$ cat src/rtl/barrel_shift_issue_queue_pkg.sv
// Shared definitions for the barrel-shifter issue queue.
//   DW    : operand width (fixed at 8 to match the shifter)
//   AW    : rotate-amount width, log2(DW)
//   DEPTH : default request FIFO depth
//   req_t : one rotate request {data, amt}
//   rotr  : rotate-right reference, out[i] = d[(i+a) mod DW]
package barrel_shift_issue_queue_pkg;

  localparam int unsigned DW    = 8;
  localparam int unsigned AW    = 3;
  localparam int unsigned DEPTH = 4;

  typedef struct packed {
    logic [DW-1:0] data;
    logic [AW-1:0] amt;
  } req_t;

  function automatic logic [DW-1:0] rotr(input logic [DW-1:0] d, input logic [AW-1:0] a);
    logic [2*DW-1:0] dd;
    dd = {d, d};
    return dd[a +: DW];
  endfunction

endpackage

$ cat src/rtl/barrel_shift_issue_queue_sync_fifo.sv
// Synchronous FIFO with synchronous active-low reset.
//   clk, rst_n        : clock / reset (pointers and count cleared)
//   wr_en, wr_data    : write request (ignored when full)
//   rd_en, rd_data    : read request (ignored when empty); rd_data shows head
//   full, empty, count: status, count ranges 0..DEPTH
module sync_fifo #(
  parameter int unsigned WIDTH = 8,
  parameter int unsigned DEPTH = 4
) (
  input  logic                       clk,
  input  logic                       rst_n,
  input  logic                       wr_en,
  input  logic [WIDTH-1:0]           wr_data,
  input  logic                       rd_en,
  output logic [WIDTH-1:0]           rd_data,
  output logic                       full,
  output logic                       empty,
  output logic [$clog2(DEPTH):0]     count
);

  localparam int unsigned PW = $clog2(DEPTH);
  localparam int unsigned CW = PW + 1;
  localparam logic [CW-1:0] FULL_CNT = CW'(DEPTH);

  logic [WIDTH-1:0] mem_q [DEPTH];
  logic [PW-1:0]    wr_ptr_q, wr_ptr_d;
  logic [PW-1:0]    rd_ptr_q, rd_ptr_d;
  logic [CW-1:0]    count_q, count_d;
  logic             do_wr, do_rd;

  assign full    = (count_q == FULL_CNT);
  assign empty   = (count_q == '0);
  assign count   = count_q;
  assign rd_data = mem_q[rd_ptr_q];
  assign do_wr   = wr_en && !full;
  assign do_rd   = rd_en && !empty;

  always_comb begin
    wr_ptr_d = wr_ptr_q;
    rd_ptr_d = rd_ptr_q;
    count_d  = count_q;
    // power-of-two depth: pointers wrap by natural overflow
    if (do_wr) wr_ptr_d = wr_ptr_q + 1'b1;
    if (do_rd) rd_ptr_d = rd_ptr_q + 1'b1;
    case ({do_wr, do_rd})
      2'b10:   count_d = count_q + 1'b1;
      2'b01:   count_d = count_q - 1'b1;
      default: count_d = count_q;
    endcase
  end

  always_ff @(posedge clk) begin
    if (!rst_n) begin
      wr_ptr_q <= '0;
      rd_ptr_q <= '0;
      count_q  <= '0;
    end else begin
      wr_ptr_q <= wr_ptr_d;
      rd_ptr_q <= rd_ptr_d;
      count_q  <= count_d;
    end
  end

  // storage is not reset; only valid entries are ever read
  always_ff @(posedge clk) begin
    if (do_wr) mem_q[wr_ptr_q] <= wr_data;
  end

endmodule

$ cat src/rtl/barrel_shift_issue_queue.sv
// Registered front-end for the combinational 8-bit barrel shifter.
//   in_valid/in_ready/in_data/in_amt : request handshake into the FIFO
//   sh_d/sh_c                        : registered operand/amount to shifter
//   sh_q                             : shifter result (combinational)
//   out_valid/out_ready/out_data/out_amt : captured result handshake
//   count                            : FIFO occupancy
module barrel_shift_issue_queue
  import barrel_shift_issue_queue_pkg::*;
#(
  parameter int unsigned DEPTH = barrel_shift_issue_queue_pkg::DEPTH,
  parameter int unsigned DW    = barrel_shift_issue_queue_pkg::DW,
  parameter int unsigned AW    = barrel_shift_issue_queue_pkg::AW
) (
  input  logic                   clk,
  input  logic                   rst_n,
  input  logic                   in_valid,
  output logic                   in_ready,
  input  logic [DW-1:0]          in_data,
  input  logic [AW-1:0]          in_amt,
  output logic [DW-1:0]          sh_d,
  output logic [AW-1:0]          sh_c,
  input  logic [DW-1:0]          sh_q,
  output logic                   out_valid,
  input  logic                   out_ready,
  output logic [DW-1:0]          out_data,
  output logic [AW-1:0]          out_amt,
  output logic [$clog2(DEPTH):0] count
);

  logic [DW+AW-1:0] head;
  logic             fifo_full, fifo_empty;
  logic             push, advance, capture;

  logic [DW-1:0] sh_d_q, sh_d_d;
  logic [AW-1:0] sh_c_q, sh_c_d;
  logic          iss_v_q, iss_v_d;
  logic [DW-1:0] out_data_q, out_data_d;
  logic [AW-1:0] out_amt_q, out_amt_d;
  logic          out_valid_q, out_valid_d;

  // in_ready looks only at occupancy, so a full FIFO stalls input
  // even on a cycle where it is also being popped
  assign in_ready = !fifo_full;
  assign push     = in_valid && in_ready;
  assign capture  = iss_v_q && (!out_valid_q || out_ready);
  assign advance  = !fifo_empty && (!iss_v_q || capture);

  sync_fifo #(
    .WIDTH(DW + AW),
    .DEPTH(DEPTH)
  ) u_fifo (
    .clk    (clk),
    .rst_n  (rst_n),
    .wr_en  (push),
    .wr_data({in_data, in_amt}),
    .rd_en  (advance),
    .rd_data(head),
    .full   (fifo_full),
    .empty  (fifo_empty),
    .count  (count)
  );

  always_comb begin
    sh_d_d      = sh_d_q;
    sh_c_d      = sh_c_q;
    iss_v_d     = iss_v_q;
    out_data_d  = out_data_q;
    out_amt_d   = out_amt_q;
    out_valid_d = out_valid_q;

    if (advance) begin
      sh_d_d  = head[DW+AW-1:AW];
      sh_c_d  = head[AW-1:0];
      iss_v_d = 1'b1;
    end else if (capture) begin
      // drained with nothing behind it: operand registers keep last value
      iss_v_d = 1'b0;
    end

    if (capture) begin
      out_data_d  = sh_q;
      out_amt_d   = sh_c_q;
      out_valid_d = 1'b1;
    end else if (out_valid_q && out_ready) begin
      out_valid_d = 1'b0;
    end
  end

  always_ff @(posedge clk) begin
    if (!rst_n) begin
      sh_d_q      <= '0;
      sh_c_q      <= '0;
      iss_v_q     <= 1'b0;
      out_data_q  <= '0;
      out_amt_q   <= '0;
      out_valid_q <= 1'b0;
    end else begin
      sh_d_q      <= sh_d_d;
      sh_c_q      <= sh_c_d;
      iss_v_q     <= iss_v_d;
      out_data_q  <= out_data_d;
      out_amt_q   <= out_amt_d;
      out_valid_q <= out_valid_d;
    end
  end

  assign sh_d      = sh_d_q;
  assign sh_c      = sh_c_q;
  assign out_data  = out_data_q;
  assign out_amt   = out_amt_q;
  assign out_valid = out_valid_q;

endmodule

$ cat config.mk
export PLATFORM = sky130hd
export DESIGN_NAME = barrel_shift_issue_queue
export DESIGN_NICKNAME = d
export VERILOG_FILES = /design/src/rtl/barrel_shift_issue_queue_pkg.sv /design/src/rtl/barrel_shift_issue_queue_sync_fifo.sv /design/src/rtl/barrel_shift_issue_queue.sv
export SDC_FILE = /design/constraint.sdc
export NUM_CORES = 1
export LEC_CHECK = 0
export BUFFER_PORTS_ARGS = -buffer_cell sky130_fd_sc_hd__clkbuf_2
export CAP_MARGIN = 20
export CORE_MARGIN = 2
export CORE_UTILIZATION = 59
export CTS_CLUSTER_DIAMETER = 100
export DETAILED_ROUTE_END_ITERATION = 12
export PLACE_DENSITY = 0.83
export RECOVER_POWER = 25
export SKIP_CTS_REPAIR_TIMING = 1
export SYNTH_ARGS = -nofsm -noshare
export SYNTH_HDL_FRONTEND = slang
export SYNTH_SLANG_ARGS = --single-unit
$ cat constraint.sdc
create_clock -name clk -period 5.9 [get_ports clk]
set_input_delay 1.18 -clock clk [delete_from_list [all_inputs] [get_ports clk]]
set_output_delay 1.18 -clock clk [all_outputs]
set_load 0.02 [all_outputs]
==> results.ini <==
[outcome]
outcome=completed

[global_route]
first_global_vias=1643
antenna_found_initial=0
grt_max_degree=22
overflow=0
grtUsageTotal=0.1902
grt_pass1_wl_mm=7.603

[layout]
layout.nets=281
drive_gt1_frac=0.2140
fill_cells=346
diodes=0
area_growth_pct=14.12
seq_area_um2=1942
multi_input_area_um2=889.6

[synth]
yosysTopAreaCell=edfxtp_1
synthCells=205
ys_top_cells_by_count=44 x edfxtp_1, 31 x dfxtp_1, 19 x a21oi_1
ys_types=32
synthesis.nets=234
synth_edf_count=44
yosysWarnings=0
ys.flop_type=edfxtp_1
synth_top_cell_area_share=0.4478
synth.avg_cell_area_um2=14.39
synth.most_common_cell=edfxtp_1
synth_area_um2=2950
ys_seq_area_frac=0.6582
synth_area_leaders=edfxtp_1 45%, dfxtp_1 21%, mux4_1 9.8%
synth_seq_cells=75
synthArstFlopShare=0

[min_path]
holdPathStages=2
hold_end=sh_d[5]
hold_start=sh_d[5]
hold_class=reg2reg

[sta]
setup_viol=0
final_max_slew_viol_count=0
fin_crit_ns=3.194
rsz0062_at_grt=false
finalSetupTns_ns=0
clock_skew_ns=0.007790
slew_headroom=0.4967
tightest_slew_ns=0.7521
hold_viol_final=0
fin_crit_sh=0.5414
fmax_ghz=0.3131
fin_hold_ws_ns=0.4672

[power]
p_sw_frac=0.3302
p_seq_frac=0.478
ir_drop_mv=0.2311
power_switching_uw=502.7
p_int_uw=1020
power_frac_clock=0.241
comb_power_share=0.281
power_uw=1522
leakagePower_uw=0.001235
cellPowerDensity_nw_per_um2=452.1

[worst_setup_path]
critPathKind=in2reg
cp-start-kind=input pin
end_kind=flop
rr_endpoint=u_fifo.count[2]
worstRegToRegCells=8
r2r_start=iss_v_q
cp_max_fo=12
cp_data_required_time_ns=6.16
critPathArrivalTime_ns=3.46
r2r_setup_slack_ns=3.14

[place]
gp_congestion=0.7292
dp.final_hpwl_mm=3.297
portBuffers=49

[floorplan]
start_util=0.6165
dieWidth_um=74.72
coreArea_um2=4786
die_h_um=74.72
std_cell_rows=25
io_pins=50
die-area_um2=5582

[routing]
ant_nets=0
first_pass_iters=4
drc_errors=0
wirelength_mm=4.898
vias=1782
vias_per_cell=5.500
drt_iter0_drc=60
avgRoutedWirePerCell_um=15.12

[cts]
cts-htree-levels=3
path_clk_slew_ns=0.08
insertion_delay_ns=0.33
clock_sinks=75
cts_tree=yes
clock_tree.root_cell=clkbuf_8
clock_path_buffers=2
cts_buffers=9

[run]
maxCapViolations=0

-- cell usage in the layout, fill, tap and decap left out, types with 2 or more instances in the layout --
master / count
a21o_1: 2
nor2_1: 4
clkbuf_8: 9
clkbuf_2: 38
nand3_1: 13
a21oi_1: 19
dfxtp_1: 31
o2bb2ai_1: 11
and3_1: 4
nand2_1: 13
ha_1: 5
inv_1: 7
o21ai_0: 13
clkinv_1: 2
xor2_1: 2
mux4_1: 11
edfxtp_1: 44
clkbuf_1: 13
-- routing by layer --
layer | vias up | track usage | routed length (um)
li1 | 872 | - | -
met1 | 849 | 0.2397 | 2221
met2 | 52 | 0.3048 | 2378
met3 | 9 | 0.05355 | 212
met4 | 0 | 0.09524 | 86
met5 | - | 0 | 0
-- cell type report --
cell class,count,area share
Inverter,8,0.008919
Sequential cell,75,0.5767
Timing Repair Buffer,50,0.07023
Clock inverter,5,0.01598
Tap cell,67,0.02490
Multi-Input combinational cell,108,0.2642
Clock buffer,11,0.03902
-- worst max-delay path: stages --
cell and delay [ns]:
clkbuf_2 0.10, and3b_2 0.24, nor2_1 0.58, ha_1 0.30, inv_1 0.06, fa_1 0.38
xor2_1 0.16, or3_1 0.30, a21oi_1 0.15
-- how the worst max path moves through the flow --
| stage | from | end | cells after the start |
|---|---|---|---|
| 6_report | out_ready | u_fifo.count[2] | 9 |
| 3_3_place_gp | out_ready | u_fifo.count[2] | 9 |
| 2_1_floorplan | out_ready | u_fifo.count[2] | 9 |
| 5_1_grt | out_ready | u_fifo.count[2] | 9 |
| 3_5_place_dp | out_ready | u_fifo.count[2] | 9 |
| 4_1_cts | out_ready | u_fifo.count[2] | 9 |
-- logic make-up after synthesis --
group	after synthesis	share of synthesized area
buffers and inverters	22	0.04029
multiplexers	11	0.09797
AND/OR/NAND/NOR	43	0.07507
adder cells (fa/ha/maj)	6	0.02799
AO/OA/AOI/OAI	46	0.09457
flip-flops	75	0.6582
XOR/XNOR	2	0.005938
-- registers in the layout, indices dropped and copies added (netlist names), 2 cells and up --
name and flops:
out_amt 3, u_fifo.wr_ptr_q 2, u_fifo.rd_ptr_q 2, sh_c 3
u_fifo.count 3, sh_d 8, u_fifo.mem_q 44, out_data 8
-- through the flow --
stage	util	worst slack [ns]	instances	instance area [um^2]
floorplan	-	2.795	205	2950
global placement	0.6667	2.425	307	3191
detailed placement	0.6667	2.378	307	3191
CTS	0.7054	2.721	323	3376
global route	0.7035	2.553	324	3367
finish	0.7035	2.706	324	3367
-- power by group through the flow --
stage	combinational [uW]	clock [uW]	sequential (uW)
6_report	428	366	728
3_3_place_gp	416	0	734
2_1_floorplan	294	0	769
4_1_cts	431	376	729
5_1_grt	474	400	738
3_5_place_dp	430	0	741
Power figures use the tool's default switching activity.
